**src/rtl/hs32_decode_q.sv**
```systemverilog
// hs32_decode_q: HS32 decode stage with a decoded-packet output queue.
//
// Purpose:
//   Accepts 32-bit instruction words from fetch (valid/ready), splits them
//   into register/ALU/shift/immediate/control fields, flags illegal prefixes,
//   and queues the decoded packets in a DEPTH-entry FIFO toward execute.
//   A flush discards every queued packet and any word offered that cycle.
//
// Parameters:
//   IMM_W    width of imm (>= 24)
//   SEXT_IMM 1 = sign-extend imm16/imm24, 0 = zero-extend
//   DEPTH    queue entries (power of 2, >= 1)
//
// Ports:
//   clk, reset           clock, synchronous active-high reset
//   flush                drop queue contents and this cycle's input
//   instd, in_valid      instruction word from fetch and its valid
//   in_ready             registered: queue can take a word this cycle
//   out_valid, out_ready head packet valid / consumed by execute
//   fmt .. illegal       registered view of the head packet
//   count                number of queued packets
module hs32_decode_q #(
  parameter int IMM_W    = 32,
  parameter bit SEXT_IMM = 1'b1,
  parameter int DEPTH    = 2
) (
  input  logic                     clk,
  input  logic                     reset,
  input  logic                     flush,
  input  logic [31:0]              instd,
  input  logic                     in_valid,
  output logic                     in_ready,
  output logic                     out_valid,
  input  logic                     out_ready,
  output logic [2:0]               fmt,
  output logic [3:0]               aluop,
  output logic [3:0]               regdst,
  output logic [3:0]               regsrc,
  output logic [3:0]               regopd,
  output logic [4:0]               shift,
  output logic [IMM_W-1:0]         imm,
  output logic [6:0]               ctlsig,
  output logic                     illegal,
  output logic [$clog2(DEPTH):0]   count
);

  localparam int PW = (DEPTH > 1) ? $clog2(DEPTH) : 1;
  localparam int CW = $clog2(DEPTH) + 1;

  typedef enum logic [2:0] {
    FMT_ILLEGAL = 3'd0,
    FMT_REG     = 3'd1,
    FMT_IMM16   = 3'd2,
    FMT_IMM24   = 3'd3,
    FMT_JUMP    = 3'd4
  } fmt_e;

  typedef struct packed {
    fmt_e             fmt;
    logic [3:0]       aluop;
    logic [3:0]       regdst;
    logic [3:0]       regsrc;
    logic [3:0]       regopd;
    logic [4:0]       shift;
    logic [IMM_W-1:0] imm;
    logic [6:0]       ctlsig;
    logic             illegal;
  } pkt_t;

  pkt_t             r_mem [DEPTH];
  pkt_t             r_head;
  logic [PW-1:0]    r_wr_ptr;
  logic [PW-1:0]    r_rd_ptr;
  logic [CW-1:0]    r_count;
  logic             r_in_ready;

  pkt_t             w_dec;
  pkt_t             w_head_nxt;
  logic [IMM_W-1:0] w_imm16;
  logic [IMM_W-1:0] w_imm24;
  logic             w_push;
  logic             w_pop;
  logic [CW-1:0]    w_after_pop;
  logic [CW-1:0]    w_cnt_nxt;
  logic [PW-1:0]    w_rd_nxt;

  function automatic logic [PW-1:0] ptr_inc(input logic [PW-1:0] p);
    return (p == PW'(DEPTH - 1)) ? '0 : p + PW'(1);
  endfunction

  assign w_imm16 = SEXT_IMM ? {{(IMM_W-16){instd[15]}}, instd[15:0]}
                            : {{(IMM_W-16){1'b0}}, instd[15:0]};
  assign w_imm24 = SEXT_IMM ? {{(IMM_W-24){instd[23]}}, instd[23:0]}
                            : {{(IMM_W-24){1'b0}}, instd[23:0]};

  always_comb begin
    w_dec = '0;
    case (instd[31:28])
      4'h1: begin
        w_dec.fmt    = FMT_REG;
        w_dec.aluop  = instd[27:24];
        w_dec.regdst = instd[23:20];
        w_dec.regsrc = instd[19:16];
        w_dec.regopd = instd[15:12];
        w_dec.shift  = instd[11:7];
        w_dec.ctlsig = instd[6:0];
      end
      4'h2: begin
        w_dec.fmt    = FMT_IMM16;
        w_dec.aluop  = instd[27:24];
        w_dec.regdst = instd[23:20];
        w_dec.regsrc = instd[19:16];
        w_dec.imm    = w_imm16;
      end
      4'h3: begin
        w_dec.fmt    = FMT_IMM24;
        w_dec.ctlsig = {3'b000, instd[27:24]};
        w_dec.imm    = w_imm24;
      end
      4'h4: begin
        w_dec.fmt    = FMT_JUMP;
        w_dec.ctlsig = {3'b000, instd[27:24]};
        w_dec.regdst = instd[23:20];
        w_dec.aluop  = instd[19:16];
        w_dec.imm    = w_imm16;
      end
      default: begin
        w_dec.fmt     = FMT_ILLEGAL;
        w_dec.illegal = 1'b1;
      end
    endcase
  end

  assign w_push      = in_valid && r_in_ready && !flush;
  assign w_pop       = (r_count != '0) && out_ready && !flush;
  assign w_after_pop = r_count - CW'(w_pop);
  assign w_cnt_nxt   = flush ? '0 : w_after_pop + CW'(w_push);
  assign w_rd_nxt    = w_pop ? ptr_inc(r_rd_ptr) : r_rd_ptr;

  // The head register is loaded one cycle ahead. When the word being pushed
  // becomes the head (queue empty after this cycle's pop) it has not been
  // written to r_mem yet, so it is bypassed straight from the decoder.
  always_comb begin
    w_head_nxt = r_mem[w_rd_nxt];
    if (w_push && (w_after_pop == '0)) begin
      w_head_nxt = w_dec;
    end
  end

  always_ff @(posedge clk) begin
    if (reset) begin
      r_wr_ptr   <= '0;
      r_rd_ptr   <= '0;
      r_count    <= '0;
      r_in_ready <= 1'b0;
      r_head     <= '0;
      for (int unsigned i = 0; i < DEPTH; i++) begin
        r_mem[i] <= '0;
      end
    end else begin
      r_count    <= w_cnt_nxt;
      r_in_ready <= (w_cnt_nxt < CW'(DEPTH));
      if (flush) begin
        r_wr_ptr <= '0;
        r_rd_ptr <= '0;
      end else begin
        if (w_push) begin
          r_mem[r_wr_ptr] <= w_dec;
          r_wr_ptr        <= ptr_inc(r_wr_ptr);
        end
        r_rd_ptr <= w_rd_nxt;
        // Head holds its last value once the queue drains.
        if (w_cnt_nxt != '0) begin
          r_head <= w_head_nxt;
        end
      end
    end
  end

  assign in_ready  = r_in_ready;
  assign out_valid = (r_count != '0);
  assign count     = r_count;
  assign fmt       = r_head.fmt;
  assign aluop     = r_head.aluop;
  assign regdst    = r_head.regdst;
  assign regsrc    = r_head.regsrc;
  assign regopd    = r_head.regopd;
  assign shift     = r_head.shift;
  assign imm       = r_head.imm;
  assign ctlsig    = r_head.ctlsig;
  assign illegal   = r_head.illegal;

endmodule

```
**config.mk**
```make
export PLATFORM = sky130hd
export DESIGN_NAME = hs32_decode_q
export DESIGN_NICKNAME = d
export VERILOG_FILES = /design/src/rtl/hs32_decode_q.sv
export SDC_FILE = /design/constraint.sdc
export NUM_CORES = 1
export LEC_CHECK = 0
export CAP_MARGIN = 20
export CELL_PAD_IN_SITES_DETAIL_PLACEMENT = 0
export CELL_PAD_IN_SITES_GLOBAL_PLACEMENT = 1
export CORE_MARGIN = 2
export CORE_UTILIZATION = 50
export CTS_BUF_LIST = sky130_fd_sc_hd__clkbuf_8 sky130_fd_sc_hd__clkbuf_16
export DETAILED_ROUTE_END_ITERATION = 6
export DONT_BUFFER_PORTS = 1
export PLACE_DENSITY_LB_ADDON = 0.1
export SKIP_CTS_REPAIR_TIMING = 1
export SLEW_MARGIN = 20
export SYNTH_ARGS = -nofsm -noshare
export SYNTH_HDL_FRONTEND = slang
export SYNTH_SLANG_ARGS = --single-unit
```
**constraint.sdc**
```tcl
create_clock -name clk -period 8.6 [get_ports clk]
set_input_delay 1.72 -clock clk [delete_from_list [all_inputs] [get_ports clk]]
set_output_delay 1.72 -clock clk [all_outputs]
set_load 0.005 [all_outputs]
```
==> Yosys cells after proc, flatten, opt, wreduce, memory -nomap -nowiden <==
Memory sizes are Yosys's and may differ from the RTL's.
Cells that the tools add are included.
{ "classes": {"n_addsub": 4, "order_cmp": 1, "n_eq_ne": 4, "mux": 21, "bitwise": 1, "reduce_logical": 16} }
{ "ops": {"columns": ["operator", "n"], "rows": [
  ["2-to-1 mux 64 bit", 2],
  ["case mux 32 bit (2 select lines)", 1],
  ["OR reduction 64 bit", 1],
  ["case mux 8 bit (2 select lines)", 1],
  ["case mux 7 bit (2 select lines)", 1],
  ["2-to-1 mux 1 bit", 12],
  ["case mux 3 bit (4 select lines)", 1],
  ["2-to-1 mux 9 bit", 1],
  ["== test 4 x 2 -> 1 bit (second input constant)", 2],
  ["OR reduction 2 bit", 4],
  ["logical AND 1 bit", 5],
  ["== test 4 x 1 -> 1 bit (second input constant)", 1],
  ["== test 4 x 3 -> 1 bit (second input constant)", 1],
  ["2-to-1 mux 4 bit", 1],
  ["nonzero test 2 bit", 2],
  ["OR reduction 4 bit", 1],
  ["adder 1 bit (second input constant)", 2],
  ["adder 2 x 1 -> 2 bit", 1],
  ["logical NOT 2 bit", 1],
  ["less-than comparator 2 bit (second input constant)", 1],
  ["2-to-1 mux 2 bit", 1],
  ["AND reduction 2 bit", 1],
  ["subtractor 2 x 1 -> 2 bit", 1],
  ["logical NOT 1 bit", 1],
  ["NOT 1 bit", 1]
]} }
{ "word_totals": {"register_bits": 69, "mem_bits_rw": 128, "input_bits": 37, "output_inout_bits": 68, "wordCells": 61, "memories": 1} }
{ "mem_list": {"columns": ["name", "words", "word_bits", "rd", "rd_ports_with_merged_regs", "wr", "line_no", "source"], "rows": [
  ["r_mem", 2, 64, 1, 0, 2, "70", "pkt_t r_mem [DEPTH];"]
]} }

==> Depth between registers and ports, before layout <==
Gate-level depths: netlist of run 1.
{ "depth": {"depth_word": 8, "mapped_depth": 12, "ltp_nobuf": 10} }

==> Worst setup path before layout of run 1 <==
OpenSTA, ideal clock, no wires.
{ "synth_timing": {"path_type": "input to register", "startpoint": "input flush", "endpoint": "memory r_mem[0][0] (netlist bit), enable pin", "setup_time_ns": 0.481, "arrival_ns": 4.738, "required_time_ns": 8.119, "path_slack_ns": 3.380, "cell_stages": 3, "path_buffers": 1, "path_cell_list": "buf_6 > or2_1 > o21bai_1"} }
{ "synth_lines": {"columns": ["item", "line_no", "source"], "rows": [
  ["from (decl)", "29", "input logic flush,"],
  ["to (decl)", "70", null]
]} }

==> Worst setup path after layout of run 1 <==
{ "layout_timing": {"startpoint": "input flush", "endpoint": "register r_head, in the netlist ctlsig[1]"} }
{ "layout_between": {"elab_chain_cells": 7, "word_cells_on_any_way": 14, "classes_between": "add/sub (2); mux (3); bitwise (1); reduce/logical (7); memory (1)"} }
{ "layout_rtl": {"columns": ["item", "line_no", "source"], "rows": [
  ["logical NOT 1 bit", "134, 135", null],
  ["logical AND 1 bit", "135", "assign w_pop = (r_count != '0) && out_ready && !flush;"],
  ["subtractor 2 x 1 -> 2 bit", "136", "assign w_after_pop = r_count - CW'(w_pop);"],
  ["adder 2 x 1 -> 2 bit", "137", "assign w_cnt_nxt = flush ? '0 : w_after_pop + CW'(w_push);"],
  ["2-to-1 mux 2 bit", "137", null],
  ["nonzero test 2 bit", "173", "if (w_cnt_nxt != '0) begin"],
  ["AND reduction 2 bit (no source line)", null, null],
  ["to (signal assigned)", "174", "r_head <= w_head_nxt;"],
  ["to (decl)", "71", "pkt_t r_head;"]
]} }
Several ways; a longest one is shown, not always the timed one.
A chain may end at the register's enable or synchronous reset.

==> results of run 1 <==
==> synthesized netlist by cell type, types with 4 or more instances <==
master / number / share of area
a211oi_1: 27 / 0.026
a21oi_1: 32 / 0.021
a22o_1: 4 / 0.0045
a22oi_1: 4 / 0.0038
a311oi_1: 13 / 0.015
a31oi_1: 13 / 0.010
a32oi_1: 4 / 0.0045
and2_1: 4 / 0.0032
and3_1: 76 / 0.061
and4_1: 13 / 0.015
buf_2: 14 / 0.0090
buf_4: 10 / 0.0096
clkbuf_1: 42 / 0.020
dfxtp_1: 61 / 0.16
edfxtp_1: 112 / 0.43
inv_1: 6 / 0.0029
mux2i_1: 16 / 0.021
nand2_1: 62 / 0.030
nand2b_1: 13 / 0.010
nand3_1: 5 / 0.0032
nand3b_1: 12 / 0.012
nor2_1: 89 / 0.043
nor3_1: 6 / 0.0038
o221ai_1: 16 / 0.018
o31ai_1: 25 / 0.024
==> state kept, by name, indices dropped and copies added, names as in the netlist <==
signal    cells
r_mem       112
imm          24
ctlsig        7
shift         5
aluop         4
regdst        4
regopd        4
regsrc        4
fmt           3
count         2
illegal       1
in_ready      1
r_rd_ptr      1
r_wr_ptr      1
==> path summary, 6_finish.rpt <==
path             from  cells past startpoint         to
max             flush                      9  ctlsig[1]
min          shift[0]                      2   shift[0]
max reg2reg  count[1]                      9  ctlsig[1]
min reg2reg  shift[0]                      2   shift[0]
==> critical path: cells and delay by family <==
kind | cells | cell delay [ns]
simple gates | 6 | 1.48
fa+ha+maj | 1 | 0.30
buf+inv | 1 | 0.29
compound gates | 1 | 0.26
==> report_power, final <==
| part | total, mW | switching [mW] | internal (mW) | leakage, nW |
|---|---|---|---|---|
| combinational | 0.102 | 0.0675 | 0.0345 | 1.25 |
| sequential | 0.930 | 0.0149 | 0.915 | 1.67 |
| clock | 0.727 | 0.301 | 0.426 | 0.296 |
| total | 1.76 | 0.384 | 1.38 | 3.22 |
==> metal layers <==
layer / global-route usage / wire length, µm / part of all wire / vias up
li1: - / - / - / 2573
met1: 0.3430 / 8971 / 0.46 / 2695
met2: 0.3710 / 8954 / 0.46 / 165
met3: 0.07568 / 1373 / 0.070 / 14
met4: 0.06458 / 182 / 0.0093 / 0
met5: 0 / 0 / 0 / -
==> per-stage QoR <==
step / power [mW] / setup WS [ns]
6_report: 1.759 / 4.862
5_1_grt: 1.818 / 4.665
4_1_cts: 1.773 / 4.862
3_5_place_dp: 1.051 / 4.441
3_3_place_gp: 1.048 / 4.485
2_1_floorplan: 1.030 / 3.380
==> cell type report <==
class	instances	area share
Timing Repair Buffer	11	0.009807
Clock buffer	18	0.05215
Multi-Input combinational cell	464	0.3461
Inverter	6	0.002675
Clock inverter	14	0.01352
Tap cell	211	0.03135
Sequential cell	173	0.5444
==> cells by family (layout without fill, tap and decap cells) <==
family	count (synthesis)	after routing	share of synthesized area
adders and majority gates	2	2	0.003203
and+or+nand+nor	292	292	0.1980
DFF	173	173	0.5869
buffers and inverters	78	49	0.04741
AOI/OAI and AO/OA	148	148	0.1355
muxes	16	16	0.02050
xor gates and xnor gates	6	6	0.008490
==> metrics.txt, run 1 <==
site row count 45; vias in the first global route between 5k and 6k; status finished, final reports clean; Reg2Reg Setup Slack 5.57 ns; CP required between 8 and 9 ns; Area after DPL 0.007863 mm²; clk_lat worst skew 0.42 ns; Initial Util 0.5119; Area Overhead vs Synth 7.801%; Syn. warnings 0; synthesized cell area 0.007811 mm²; Worst slew margin 0.2720; Die Span Y between 100 and 150 µm; RSZ-0062 raised after global routing no; total of max-cap violations 0; Via-to-Cell Ratio 6.072; FF/Latch Area 0.004584 mm²; CP max-delay cell nor2_1; type of the worst min-delay path flip-flop to flip-flop; Static Leak approximately 3.2 nW; drt pass-1 iters 5; initial antenna violation count 0; # IOs 105; synthesized netlist cell count between 700 and 800; Max rail drop VDD 0.1402 mV; first-pass GRT wire length slightly above 30 mm; hold slack 0.4768 ns; Final ANT Viol Nets 0; count of pins over their slew limit 0; DRC viols 0; post-layout min period 3.738 ns; Clk pin slew, worst setup/hold paths 0.06 ns; Multi-input gate area 0.002914 mm²; commonest non-fill, non-tap cells in the layout edfxtp_1 (112), nor2_1 (88), and3_1 (76); Post-synth EDFFs 112; Post-Route Utilization 0.5519; Synthesized Nets 754; startpoint types input port; die area 0.01664 mm²; fin crit share 0.4346; Non-Filler Instances 897; worst-path fanout max between 50 and 60; # port buffers 0; skew final 0.01302 ns; Layout Nets 712; Hold Fails Final Rpt 0; Slew @ Worst Pin approximately 1.1 ns; Post-synth top flop edfxtp_1; CTS tree done; largest net degree at the start of global routing 57; via count 5447; Detail Placement HPWL 11.91 mm; Fmax achieved about 0.27 GHz; Crit Path Class input port to flip-flop; slowest stage delay, CP 0.77 ns; worst path cell trace nand2b_4, nor2_1, ha_1, and4b_1, nand2_1, buf_4, nor2_1, nand2_1, o221ai_1; Avg Cell Area, Syn about 11 µm²; overall routing resource usage 0.2443; initial drt markers 528; die width 129.0 µm; Final Wtd Congestion 0.7947; CP Capture Type flip-flop; crit path DAT 4.05 ns; layout cells sized above 1 0.07289; CTS Sinks 173; CTS max path bufs 2; Congestion Overflow GR 0; Post-synth ARST share 0; root buf cell clkbuf_16; H-tree depth 4; Synth Register Bits 173; drt total wl just under 20 mm; setup TNS 0 ns; Netlist cell types 47; Inst Count DP between 800 and 900; Num CTS Buffers 17; Antenna Cells 0; post-synthesis sequential area ratio 0.5869; post-layout instance area 0.008421 mm²; filler instances roughly 1.3k; leading cell type in the layout, fill and taps excluded edfxtp_1; Final setup viols 0; pwr/cell area 208.9 mW/mm²; routed wire length per instance about 22 µm; core footprint around 0.015 mm²
Note: power is estimated with default switching activity, not from simulation.
==> run 2: changes to the inputs <==
--- a/config.mk
+++ b/config.mk
@@ -9,7 +9,7 @@
 export CELL_PAD_IN_SITES_DETAIL_PLACEMENT = 0
 export CELL_PAD_IN_SITES_GLOBAL_PLACEMENT = 1
 export CORE_MARGIN = 2
-export CORE_UTILIZATION = 50
+export CORE_UTILIZATION = 45
 export CTS_BUF_LIST = sky130_fd_sc_hd__clkbuf_8 sky130_fd_sc_hd__clkbuf_16
 export DETAILED_ROUTE_END_ITERATION = 6
 export DONT_BUFFER_PORTS = 1
==> constraint.sdc (replaced) <==
create_clock -name clk -period 3.3 [get_ports clk]
set_input_delay 0.66 -clock clk [delete_from_list [all_inputs] [get_ports clk]]
set_output_delay 0.66 -clock clk [all_outputs]
set_load 0.005 [all_outputs]
==> metrics.txt, run 2 (synthesized netlist as in run 1, its figures left out) <==
Reg2Reg Setup Slack 0.83 ns (-4.74 ns); drt total wl 20.73 mm (+6.4%); CTS max path bufs 2 (unchanged); Multi-input gate area 0.002894 mm² (-0.69%); initial drt markers 468 (-11%); CP Capture Type flip-flop; clk_lat worst skew 0.43 ns (about the same); Die Span Y 135.8 µm (+5.2%); layout cells sized above 1 0.09052 (+0.01763); RSZ-0062 raised after global routing no; Max rail drop VDD 0.3774 mV (+170%); count of pins over their slew limit 0 (unchanged); root buf cell clkbuf_16; first-pass GRT wire length 32.06 mm (+4.1%); # IOs 105 (unchanged); fin crit share 0.7495; Static Leak 3.252 nW (+1.2%); Final setup viols 0 (unchanged); Final Wtd Congestion 0.7440 (-6.4%); most frequent CP cell nor2_1; site row count 48 (+6.7%); # port buffers 0 (unchanged); worst-path fanout max 26 (-51%); crit path DAT 2.80 ns (-1.25 ns); leading cell type in the layout, fill and taps excluded edfxtp_1; worst path cell trace nor2_1, nor2_1, ha_1, inv_1, ha_1, xnor3_1, a21oi_4, buf_4, nor2_1, a311oi_1; Layout Nets 722 (+1.4%); vias in the first global route 5480 (+1.3%); Initial Util 0.4564 (-0.05557); Crit Path Class flip-flop to flip-flop; slowest stage delay, CP 0.36 ns (-0.41 ns); CP required 3.63 ns (-5.28 ns); startpoint types flip-flop; Via-to-Cell Ratio 5.992 (-1.3%); Congestion Overflow GR 0 (unchanged); CTS tree done; commonest non-fill, non-tap cells in the layout edfxtp_1 (112), nor2_1 (88), and3_1 (76); core footprint 0.01712 mm² (+12%); Antenna Cells 0 (unchanged); status finished, final reports clean; Post-Route Utilization 0.4987 (-0.05318); Num CTS Buffers 17 (unchanged); FF/Latch Area 0.004584 mm² (unchanged); Final ANT Viol Nets 0 (unchanged); filler instances 1577 (+19%); overall routing resource usage 0.2312 (-0.01307); type of the worst min-delay path input port to flip-flop; pwr/cell area 546.3 mW/mm² (+160%); via count 5519 (+1.3%); worst path buffer plus inverter count 2 (+1); H-tree depth 4 (unchanged); skew final 0.008928 ns (-0.004091 ns); die width 135.8 µm (+5.2%); Detail Placement HPWL 12.88 mm (+8.2%); Area Overhead vs Synth 9.274%; routed wire length per instance 22.51 µm (+3.7%); CP max-delay cell dfxtp_1; Fmax achieved 0.4043 GHz; largest delay contributor family on the critical path compound AO/OA/AOI/OAI gates; drt pass-1 iters 4 (-1); largest net degree at the start of global routing 49 (-14%); Hold Fails Final Rpt 0 (unchanged); total of max-cap violations 0 (unchanged); Largest Register r_mem; setup TNS 0 ns (unchanged); Slew @ Worst Pin 1.035 ns (-0.05414 ns); DRC viols 0 (unchanged); initial antenna violation count 0 (unchanged); max FFs per register 112 (unchanged); Clk pin slew, worst setup/hold paths 0.06 ns (about the same); Worst slew margin 0.3045 (+0.03254); post-layout min period 2.473 ns; CTS Sinks 173 (unchanged); die area 0.01843 mm² (+11%)
-- run 2: cell count changes in the layout (fill, tap and decap cells not counted), sizes merged --
| cell | previous run | this run |
|---|---|---|
| clkinv | 6 | 5 |
| clkinvlp | 0 | 3 |
| inv | 12 | 10 |
| buf | 11 | 21 |
-- run 2: metal layers --
layer	vias up	GRT usage	wire, µm
met5	-	0	0
met2	142	0.3603	9640
met1	2767	0.3111	9402
li1	2587	-	-
met3	23	0.07445	1384
met4	0	0.06481	305
-- run 2: worst paths after layout --
check	from	end	cells past startpoint
worst max-delay path	count[1]	imm[1]	10
worst min-delay path	reset	in_ready	1
worst max register to register	count[1]	imm[1]	10
worst min register to register	imm[8]	imm[8]	2
-- run 2: cell type report --
cell class / instances / share of cell area
Tap cell: 225 / 0.03298
Sequential cell: 173 / 0.5371
Timing Repair Buffer: 21 / 0.02140
Clock inverter: 14 / 0.01539
Multi-Input combinational cell: 464 / 0.3391
Clock buffer: 18 / 0.05145
Inverter: 6 / 0.002639
-- run 2: power breakdown --
group | total [mW] | internal, mW | switching, mW
Combinational | 0.281 | 0.0971 | 0.183
Clock | 1.96 | 1.12 | 0.837
Sequential | 2.42 | 2.38 | 0.0384
-- run 2: metrics by stage --
step	instances	hold slack [ns]	total power [mW]	area (µm²)	worst slack, ns
2_1_floorplan	715	0.4487	2.683	7815	0.05685
3_3_place_gp	889	0.4686	2.741	7965	0.7427
3_5_place_dp	889	0.4697	2.752	7965	0.6861
4_1_cts	921	0.2884	4.701	8536	0.7939
5_1_grt	921	0.2771	4.823	8536	0.5456
6_report	921	0.3054	4.663	8536	0.8268
==> run 3: changes to the inputs <==
==> constraint.sdc (replaced) <==
create_clock -name clk -period 2.2 [get_ports clk]
set_input_delay 0.44 -clock clk [delete_from_list [all_inputs] [get_ports clk]]
set_output_delay 0.44 -clock clk [all_outputs]
set_load 0.005 [all_outputs]
==> metrics.txt, run 3 (synthesized netlist as in run 1, its figures left out) <==
status finished, final reports clean; Largest Register r_mem; Area Overhead vs Synth 14.56%; commonest non-fill, non-tap cells in the layout edfxtp_1 (112), nor2_1 (86), and3_1 (76); pwr/cell area 767.3 mW/mm² (+40%); Post-Route Utilization 0.5228 (+0.02412); site row count 48 (unchanged); Initial Util 0.4564 (unchanged); Non-Filler Instances 946 (+2.7%); Final Wtd Congestion 0.7932 (+6.6%); Static Leak 3.453 nW (+6.2%); post-layout min period 2.152 ns (-0.3216 ns); Num CTS Buffers 17 (unchanged); worst-path fanout max 6 (-77%); Die Span Y 135.8 µm (unchanged); drt total wl 20.90 mm (+0.81%); crit path DAT 2.48 ns (-0.32 ns); total of max-cap violations 0 (unchanged); via count 5561 (+0.76%); layout cells sized above 1 0.1345 (+0.04402); DRC viols 0 (unchanged); Power, Total 6.867 mW (+47%); vias in the first global route 5490 (+0.18%); RSZ-0062 raised after global routing yes; first-pass GRT wire length 31.80 mm (-0.82%); setup TNS 0 ns (unchanged); slowest stage delay, CP 0.33 ns (-0.03 ns); CP required 2.52 ns (-1.11 ns); skew final 0.007052 ns (-0.001875 ns); die width 135.8 µm (unchanged); Final setup viols 0 (unchanged); startpoint types flip-flop; CP max-delay cell dfxtp_2; overall routing resource usage 0.2282 (-0.003028); Placement Setup Slack -0.3591 ns (-1.045 ns); core footprint 0.01712 mm² (unchanged); Detail Placement HPWL 13.36 mm (+3.7%); leading cell type in the layout, fill and taps excluded edfxtp_1; initial drt markers 496 (+6.0%); Final ANT Viol Nets 0 (unchanged); count of pins over their slew limit 0 (unchanged); H-tree depth 4 (unchanged); Congestion Overflow GR 0 (unchanged); Worst slew margin 0.4665 (+0.1620); Max rail drop VDD 0.5792 mV (+53%); worst path buffer plus inverter count 3 (+1); Inst Count DP 908 (+2.1%); CP Capture Type flip-flop; Area after DPL 0.008215 mm² (+3.1%); type of the worst min-delay path input port to flip-flop; post-layout instance area 0.008949 mm² (+4.8%); worst path cell trace nor2_2, nor2_1, ha_1, inv_1, ha_1, xnor3_2, a21oi_4, buf_12, clkbuf_16, nor2_1, a311oi_1; # IOs 105 (unchanged); routed wire length per instance 22.09 µm (-1.9%); # port buffers 0 (unchanged); Fmax achieved 0.4648 GHz (+15%); Clk pin slew, worst setup/hold paths 0.06 ns (about the same); largest net degree at the start of global routing 39 (-20%); clk_lat worst skew 0.42 ns (about the same); PnR worst setup slack 0.04840 ns (-0.7784 ns); CTS Sinks 173 (unchanged); fin crit share 0.9780 (+0.2285); die area 0.01843 mm² (unchanged); max FFs per register 112 (unchanged); largest delay contributor family on the critical path compound AO/OA/AOI/OAI gates; CTS tree done; Crit Path Class flip-flop to flip-flop; hold slack 0.07988 ns (-0.2255 ns); Slew @ Worst Pin 0.7981 ns (-0.2371 ns); Antenna Cells 0 (unchanged); initial antenna violation count 0 (unchanged); Via-to-Cell Ratio 5.878 (-1.9%); root buf cell clkbuf_16; Hold Fails Final Rpt 0 (unchanged); CTS max path bufs 2 (unchanged); Layout Nets 748 (+3.6%); drt pass-1 iters 4 (unchanged)
[run 3: final timing paths]
path              startpoint         to  slack [ns]  cells past startpoint
hold reg to reg    regopd[1]  regopd[1]        0.48                      2
setup / recovery    count[0]     imm[3]        0.05                     11
setup reg to reg    count[0]     imm[3]        0.05                     11
hold / removal         reset   in_ready        0.08                      1
[run 3: where the power goes]
| part | switching (mW) | internal, mW | leakage, nW |
|---|---|---|---|
| registers | 0.0564 | 3.57 | 1.67 |
| logic | 0.300 | 0.214 | 1.52 |
| clock network | 1.21 | 1.51 | 0.266 |
| total | 1.57 | 5.30 | 3.45 |
[run 3: cell type report]
class	instances	area [µm²]
clock buffer	17	425.4
timing repair buffer	47	580.6
sequential	173	4586
clock inverter	14	91.34
tap	225	281.5
fill	1536	8168
inverter	6	22.52
multi-input combinational	464	2962
[run 3: metal layers]
metal  track usage  part of all wire
met1        0.3192              0.46
met2        0.3558              0.48
met3       0.04901             0.054
met4       0.07292             0.014
met5             0                 0
